File: config.mk
export PLATFORM = sky130hd
export DESIGN_NAME = pulse_trigger_bank
export DESIGN_NICKNAME = d
export VERILOG_FILES = /design/src/rtl/pulse_trigger_bank.sv
export SDC_FILE = /design/constraint.sdc
export NUM_CORES = 1
export LEC_CHECK = 0
export BUFFER_PORTS_ARGS = -buffer_cell sky130_fd_sc_hd__buf_2
export CAP_MARGIN = 15
export CORE_ASPECT_RATIO = 1.5
export CORE_MARGIN = 10
export CORE_UTILIZATION = 35
export CTS_CLUSTER_DIAMETER = 50
export DETAILED_ROUTE_END_ITERATION = 8
export GPL_TIMING_DRIVEN = 0
export SYNTH_ARGS = -nofsm -noshare
export SYNTH_HDL_FRONTEND = slang
export SYNTH_SLANG_ARGS = --single-unit
export TNS_END_PERCENT = 10
File: constraint.sdc
create_clock -name clock -period 3.6 [get_ports clock]
set_input_delay 0.36 -clock clock [delete_from_list [all_inputs] [get_ports clock]]
set_output_delay 0.36 -clock clock [all_outputs]
set_load 0.005 [all_outputs]
File: src/rtl/pulse_trigger_bank.sv
// Multi-channel pulse/trigger generator: each channel is a gated free-running
// pulse train or a key-triggered one-shot/retriggerable pulse, sharing one config bus.
module pulse_trigger_bank #(
   parameter int unsigned CHANNELS = 4,
   parameter int unsigned CNT_W    = 8
) (
   input  logic                clock,
   input  logic                reset_n,
   input  logic                enable,
   input  logic [1:0]          mode,
   input  logic [CNT_W-1:0]    width,
   input  logic [CNT_W-1:0]    period,
   input  logic [CHANNELS-1:0] key,
   output logic [CHANNELS-1:0] pulse,
   output logic [CHANNELS-1:0] busy
);

   typedef enum logic [1:0] {
      MODE_OFF     = 2'b00,
      MODE_PULSE   = 2'b01,
      MODE_ONESHOT = 2'b10,
      MODE_RETRIG  = 2'b11
   } mode_e;

   mode_e                          mode_c;
   mode_e                          mode_q;
   logic [CHANNELS-1:0]            key_q;
   logic [CHANNELS-1:0]            rise_c;
   logic [CNT_W-1:0]               phase;
   logic [CNT_W-1:0]               phase_nx;
   logic [CHANNELS-1:0][CNT_W-1:0] cnt;
   logic [CHANNELS-1:0][CNT_W-1:0] cnt_nx;
   logic [CHANNELS-1:0]            pulse_nx;
   logic [CHANNELS-1:0]            busy_nx;

   // Next-state: everything collapses to zero when disabled, OFF, or on a mode change
   always_comb begin
      mode_c   = mode_e'(mode);
      rise_c   = key & ~key_q;
      phase_nx = '0;
      cnt_nx   = '0;
      pulse_nx = '0;
      busy_nx  = '0;
      if (enable && (mode_c == mode_q)) begin
         case (mode_c)
            MODE_PULSE: begin
               // period=0 parks the phase at 0 with the output low
               if (period != '0) begin
                  phase_nx = (phase >= period - CNT_W'(1)) ? '0 : phase + CNT_W'(1);
                  if (phase < width) pulse_nx = key;
               end
            end
            MODE_ONESHOT, MODE_RETRIG: begin
               for (int unsigned i = 0; i < CHANNELS; i++) begin
                  if (rise_c[i] && (!busy[i] || (mode_c == MODE_RETRIG)))
                     cnt_nx[i] = width;
                  else if (cnt[i] != '0)
                     cnt_nx[i] = cnt[i] - CNT_W'(1);
                  busy_nx[i]  = (cnt_nx[i] != '0);
                  pulse_nx[i] = busy_nx[i];
               end
            end
            default: ;
         endcase
      end
   end

   // Key history and last mode track every cycle so re-enabling never fakes an edge
   always_ff @(posedge clock or negedge reset_n) begin
      if (!reset_n) begin
         key_q  <= '0;
         mode_q <= MODE_OFF;
         phase  <= '0;
         cnt    <= '0;
         pulse  <= '0;
         busy   <= '0;
      end else begin
         key_q  <= key;
         mode_q <= mode_c;
         phase  <= phase_nx;
         cnt    <= cnt_nx;
         pulse  <= pulse_nx;
         busy   <= busy_nx;
      end
   end

endmodule
=== Word level (Yosys, flattened, before mapping) ===
Index checks and enable logic that the tools add are counted.

* Flip-flop bits (word level): 54
* Input port bits: 25
* Output and inout bits: 8
* Word-level logic and storage cells: 74

* Add/subtract/negate cells: 6
* Reductions and logical operators: 23
* Muxes and demuxes: 28
* $lt $le $gt $ge: 2
* Equal/unequal tests: 4
* Bitwise gates (word level): 2

{| class="wikitable"
|+ Operators by type and width
! kind !! number
|-
| $mux 8 || 20
|-
| $reduce_bool 8->1 || 9
|-
| $mux 32 || 2
|-
| $sub 8x1->8 const B || 5
|-
| $mux 4 || 5
|-
| $add 8x1->8 const B || 1
|-
| $ge 8x8->1 || 1
|-
| $lt 8x8->1 || 1
|-
| $pmux 4 s2 || 1
|-
| $logic_and 1x1->1 || 5
|-
| $and 4x4->4 || 1
|-
| $eq 2x2->1 const B || 2
|-
| $logic_not 1->1 || 4
|-
| $logic_or 1x1->1 || 4
|-
| $not 4->4 || 1
|-
| $eq 2x1->1 const B || 1
|-
| $eq 2x2->1 || 1
|-
| $reduce_or 2->1 || 1
|}

=== Longest topological paths before layout ===
Gate-level depths: netlist of the first run.

* Word-level depth: 9
* Gate-level depth with buffers: 9
* Gate-level depth less buffers: 9

=== Least setup slack after synthesis of the first run ===
No wires, ideal clock.

* Kind: input port to flip-flop
* From: input port period[3]
* To: register phase[0]
* Data arrival time: 2.123 ns
* Path buffers: 0
* Required time: 3.475 ns
* Path slack: 1.352 ns
* Library setup time: 0.125 ns
* Stages on the path: 8
* Cell sequence: or2_2 -> nor4_1 -> xnor2_1 -> ha_1 -> a21o_1 -> a21oi_1 -> o211ai_1 -> a2111oi_0

* Longest elaborated chain between the ends: 6
* Elaborated cells on any way between the ends: 7
* Classes of those cells: add/sub (1); order compare (1); mux (4); reduce/logical (1)

{| class="wikitable"
|+ RTL lines
! item !! line !! text
|-
| start: declaration || 12 || <nowiki>input logic [CNT_W-1:0] period,</nowiki>
|-
| $sub 8x1->8 || 49 || <nowiki>phase_nx = (phase >= period - CNT_W'(1)) ? '0 : phase + CNT_W'(1);</nowiki>
|-
| $ge 8x8->1 || 49 ||
|-
| $mux 8 || 49 ||
|-
| $mux 8 (*) || 48 || <nowiki>if (period != '0) begin</nowiki>
|-
| $mux 8 (*) || 45 || <nowiki>case (mode_c)</nowiki>
|-
| $mux 8 (*) || 44 || <nowiki>if (enable && (mode_c == mode_q)) begin</nowiki>
|-
| net phase_nx[0] || 30 || <nowiki>logic [CNT_W-1:0] phase_nx;</nowiki>
|-
| end signal: assignment || 80 || <nowiki>phase <= phase_nx;</nowiki>
|-
| end: declaration || 29 || <nowiki>logic [CNT_W-1:0] phase;</nowiki>
|}

The timed path passes the listed nets; every way through them passes the cells marked *.

=== Worst setup path after layout of the first run ===
* From: input port period[3]
* To: register phase[4]

Same word-level chain as after synthesis.

==> metrics.yaml, run 1 <==
dr.pass1.iters: 4
rsz0062_at_grt: "no"
clockRootBuffer: "clkbuf_16"
grt_pass1_vias: 3050
antenna_found_initial: 0
vdd_drop_max_uv: 278.4
yosysTopAreaCellShare: 0.3957
slew_headroom: 0.5335
via_per_inst: 5.641
cp_cell_sequence: "buf_2 > or2_2 > nor4_1 > xnor2_1 > ha_1 > a21o_1 > a21oi_1 > o211ai_1 > a2111oi_0"
finalCriticalPeriod_ps: 2458
post_cts_resized: 0
cp.arrival_ps: 2600
p_leak_uw: 0.001853
drv_slew: 0
finalSetupViolCount: 0
synth_edf_count: 0
crit_family: "compound AO/OA/AOI/OAI gates"
post_cts_buffers: 0
clkSlewWorstSetupHoldPaths_ps: 70
grt.met2_usage: 0.2236
syn_nets: 422
synthFlopType: "dfrtp_1"
cp_max_fo: 8
ys_seq_area_frac: 0.3957
fin_setup_tns_ps: 0
ctsHoldBuffers: 0
avgSynthCellArea_um2: 9.204
worst_pin_slew_ps: 699.7
reg2reg_depth: 5
wire_per_inst_um: 16.66
synth_cells: 371
cellPowerDensity_nw_per_um2: 347.9
grt-busiest-layer: "met2"
synth_most_common_cell: "dfrtp_1"
cp_slowest_cell: "a2111oi_0"
clock_path_buffers: 2
synth_cell_types: 53
placed_area_um2: 3739
synth_common_cells: "dfrtp_1, nor2_1, inv_1"
ys_warn_count: 0
r2r-end: "pulse[3]"
nets: 462
ioPinCount: 33
outcome: "finished, final reports clean"
synthArstFlopShare: 1.000
num_vias: 2973
ant_nets: 0
drv_cap: 0
ys_ff_latch: 54
max_freq_mhz: 406.8
slowest_delay_ps: 540
cp.depth: 9
routed_wl_um: 8781
fin_worst_skew_ps: 5.577
grt_use_met1: 0.1501
cp_data_required_time_ps: 3750
ctsHtreeMaxLevel: 2
cp-end-kind: "register"
clkSinkCount: 54
crit_path_start_kind: "input port"
gr-usage-met3: 0.01810
die_h_um: 141.0
cts_made_buffers: 5
synth.area.top_cells: "dfrtp_1, ha_1, nor2_1"
min_period_over_period: 0.6829
hold_viol: 0
core-area_um2: 9634
gp_congestion: 0.8458
row_count: 44
grt_max_degree: 31
grt_pass1_wl_um: 14840
die-area_um2: 14190
crit_end: "phase[4]"
hp-class: "input port to async pin"
final_cell_area_um2: 3901
grt_overflow: 0
grt_usage: 0.1274
mappedNetlistArea_um2: 3415
start_util: 0.3544
numPortBuffers: 32
die_w_um: 100.6
drtIter0Drc: 104
critPathBufInv: 1
syn2layout_area_growth_pct: 14.25
dp_hpwl_um: 6816
tritoncts: "built"
drive_gt1_frac: 0.1262
crit_type: "input port to register"
drcViolationCount: 0
synth_top_area_cell: "dfrtp_1"
regToRegStartpoint: "cnt[28]"
diodes: 0
r2r_setup_slack_ps: 1370
clk_latency_ps: 290
worstSetupStartpoint: "period[3]"
==> cells by family (layout without fill, tap and decap cells) <==
logic type,Yosys count,count (layout),share of synthesized area
xor+xnor,26,26,0.06669
compound gates,83,83,0.1689
simple gates,141,141,0.2221
mux,3,3,0.009161
buf+inv,38,79,0.04214
flops,54,54,0.3958
fa+ha+maj,26,26,0.09527
==> worst min-delay path by stage <==
stage / depth (start not counted) / end / slack (ps) / start
after CTS: 1 / cnt[0] / 80 / reset_n
after detailed placement: 1 / cnt[0] / 400 / reset_n
after global routing: 1 / cnt[0] / 110 / reset_n
after global placement: 1 / key_q[0] / 500 / key[0]
after floorplan: 0 / busy[0] / 60 / reset_n
final: 1 / cnt[0] / 60 / reset_n
==> routing by layer <==
| layer | wire length (µm) | vias up | part of all wire |
|---|---|---|---|
| met5 | 0 | - | 0 |
| met1 | 3757 | 1454 | 0.43 |
| met3 | 337 | 14 | 0.038 |
| met4 | 187 | 0 | 0.021 |
| li1 | - | 1440 | - |
| met2 | 4498 | 65 | 0.51 |
==> layout make-up <==
cell class / count / area (µm²)
clock buffer: 7 / 132.6
tap: 115 / 143.9
buffer: 6 / 23.77
fill: 993 / 5733
sequential: 54 / 1351
timing repair buffer: 33 / 180.2
multi-input combinational: 279 / 1919
inverter: 32 / 120.1
clock inverter: 1 / 30.03
==> state kept, by name, indices dropped and copies added, names as in the netlist <==
| name | cells |
|---|---|
| cnt | 32 |
| phase | 8 |
| busy | 4 |
| key_q | 4 |
| pulse | 4 |
| mode_q | 2 |
==> cell usage in the layout (no fill, tap or decap), types with 2 or more instances in the layout <==
master     instances
nand4_1            3
clkbuf_1           7
nor3_1            16
o31ai_1            3
a21boi_0           3
o211ai_1           4
nand3_1            9
nand2b_1          11
and2_1             3
a31oi_1            4
or3b_2             2
clkbuf_16          5
inv_1             32
nor4_1            10
nand2_1           10
nor3b_1            3
or4_1              9
and3_1             2
dfrtp_1           54
a22oi_1           19
a21o_1             3
buf_2             33
or2_2              3
mux2i_1            2
a2111oi_0          8
o221ai_1           2
xor2_1            14
nor2_1            46
o21ai_0            8
o22ai_1            3
ha_1              26
or3_1              5
xnor2_1           12
a21oi_1           16
==> where the power goes <==
part	internal, µW	total, µW	switching, µW
Clock	330	549	220
Combinational	71.8	183	111
Sequential	617	625	7.72
==> stage by stage <==
stage / hold WS (ps) / std cells / util / power (µW) / setup slack, ps
global route: 112.1 / 527 / 0.4049 / 1415 / 987.0
detailed placement: 399.8 / 519 / 0.3881 / 820.1 / 804.6
global placement: 499.3 / 518 / 0.3860 / 815.6 / 898.9
floorplan: 64.41 / 371 / - / 746.4 / 1352
CTS: 83.74 / 527 / 0.4049 / 1368 / 1090
finish: 60.62 / 527 / 0.4049 / 1357 / 1142
Note: power is estimated with default switching activity, not from simulation.
==> inputs of run 2 (changes only) <==
==> constraint.sdc (replaced) <==
create_clock -name clock -period 2.2 [get_ports clock]
set_input_delay 0.22 -clock clock [delete_from_list [all_inputs] [get_ports clock]]
set_output_delay 0.22 -clock clock [all_outputs]
set_load 0.005 [all_outputs]
==> metrics.yaml, run 2 (synthesis gave the netlist of run 1 again) <==
outcome: "finished, final reports clean"
final_cell_mix: "dfrtp_1, nor2_1, buf_2, inv_1, ha_1"
slew_headroom: 0.5354  # +0.001903
pre_cts_ws_ps: -455.4  # -1260 ps
grt_pass1_vias: 3052  # +0.066%
cp.arrival_ps: 2280  # -320 ps
tritoncts: "built"
start_util: 0.3544  # unchanged
drv_cap: 0  # unchanged
final_cell_area_um2: 3998  # +2.5%
cts_made_buffers: 5  # unchanged
crit_family: "simple AND/OR/NAND/NOR gates"
dr_wl_met2_um: 4561  # +1.4%
grt_pass1_wl_um: 14850  # about the same
ioPinCount: 33  # unchanged
regToRegStartpoint: "cnt[28]"
cp_slowest_cell: "or4_4"
min_period_over_period: 0.9744
largest_reg_flops: 32  # unchanged
gp_congestion: 0.8458  # unchanged
diodes: 0  # unchanged
die-area_um2: 14190  # unchanged
nets: 464  # +0.43%
critPathBufInv: 0  # -1
num_vias: 2987  # +0.47%
placed_area_um2: 3739  # unchanged
clockRootBuffer: "clkbuf_16"
worst_pin_slew_ps: 696.8  # -2.854 ps
clk_latency_ps: 290  # about the same
grt_max_degree: 31  # unchanged
min_to: "key_q[0]"
numPortBuffers: 32  # unchanged
vdd_drop_max_uv: 465.6  # +67%
r2r_setup_slack_ps: 60  # -1310 ps
reg2reg_depth: 5  # unchanged
max_freq_mhz: 466.5
routed_wl_um: 8846  # +0.74%
hold-worst-slack_ps: 64.36  # +3.738 ps
grt_overflow: 0  # unchanged
slowest_delay_ps: 570  # +30 ps
met1_length_um: 3796  # +1.0%
grt_usage: 0.1275  # about the same
cp_cell_sequence: "or4_4 > nor4_2 > mux2_2 > o211ai_1 > o221ai_1"
fillers: 977  # -1.6%
die_h_um: 141.0  # unchanged
dr.pass1.iters: 5  # +1
cp.depth: 5  # -4
hp-class: "input port to register"
finalCriticalPeriod_ps: 2144
row_count: 44  # unchanged
final_cells: 529  # +0.38%
reg_top3: "cnt x32, phase x8"
p_leak_uw: 0.001864  # +0.58%
drv_slew: 0  # unchanged
antenna_found_initial: 0  # unchanged
top_layer: "met4"
dp.cells: 519  # unchanged
cp_max_fo: 5  # -3
met3_length_um: 322  # -4.5%
via_per_inst: 5.647  # about the same
crit_type: "register to register"
fin_worst_skew_ps: 5.212  # -0.3653 ps
clkSlewWorstSetupHoldPaths_ps: 70  # about the same
crit_path_start_kind: "register"
drcViolationCount: 0  # unchanged
finalSetupViolCount: 0  # unchanged
largest-register: "cnt"
syn2layout_area_growth_pct: 17.08
hold_start: "key[0]"
final_util: 0.4149  # +0.01000
dp_hpwl_um: 6816  # unchanged
layout_setup_ws_ps: 56.33  # -1085 ps
r2r-end: "pulse[3]"
wire_per_inst_um: 16.72  # +0.36%
drive_gt1_frac: 0.1618  # +0.03562
cp_data_required_time_ps: 2340  # -1410 ps
ant_nets: 0  # unchanged
ctsHtreeMaxLevel: 2  # unchanged
drtIter0Drc: 126  # +21%
core-area_um2: 9634  # unchanged
die_w_um: 100.6  # unchanged
hold_depth: 1
cellPowerDensity_nw_per_um2: 557.8  # +60%
layout_commonest_cell: "dfrtp_1"
clkSinkCount: 54  # unchanged
cp-end-kind: "register"
hold_viol: 0  # unchanged
rsz0062_at_grt: "yes"
clock_path_buffers: 2  # unchanged
## run 2: worst max-delay path by stage
| stage | startpoint | endpoint | slack (ps) |
|---|---|---|---|
| after floorplan | period[3] | phase[0] | 90 |
| after global placement | period[3] | phase[3] | -360 |
| after detailed placement | period[3] | phase[6] | -460 |
| after CTS | cnt[28] | pulse[3] | 8 |
| after global routing | cnt[28] | pulse[3] | -40 |
| final | cnt[28] | pulse[3] | 60 |
## run 2: what timing repair did
item,CTS,global route
endpoints found under the hold margin,24,0
endpoints found under the setup margin,9,13
gates resized for setup,8,13
buffers inserted,1,0
hold buffers,1,0
pin swaps,1,0
## run 2: cell type report
type | instances | area, µm² | share of cell area
clock buffers | 7 | 132.6 | 0.03318
well taps | 115 | 143.9 | 0.03599
clock inverters | 1 | 30.03 | 0.007512
plain buffers | 6 | 23.77 | 0.005947
multi-input cells | 279 | 1997 | 0.4995
inverters | 32 | 120.1 | 0.03005
repair buffers | 35 | 197.7 | 0.04945
flip-flops and latches | 54 | 1353 | 0.3383
## run 2: metal layers
layer	global-route usage	vias up
li1	-	1444
met1	0.1498	1466
met2	0.2243	67
met3	0.01810	10
met4	0.04925	0
met5	0	-
## run 2: per-stage QoR
stage / setup TNS (ps) / total power, µW
after floorplan: 0 / 1221
after global placement: -2347 / 1335
after detailed placement: -2776 / 1342
after CTS: 0 / 2243
after global routing: -42.97 / 2326
final: 0 / 2230
## run 2: power breakdown
| group | total [µW] | internal, µW | switching [µW] |
|---|---|---|---|
| Clock | 896 | 539 | 357 |
| Combinational | 310 | 123 | 187 |
| Sequential | 1020 | 1010 | 13.1 |
| Total | 2230 | 1670 | 557 |
## run 2: worst reg2reg max path: stages, from the launching register on
cell,delay (ps)
dfrtp_1,440
or4_4,570
nor4_2,190
mux2_2,380
o211ai_1,240
o221ai_1,170
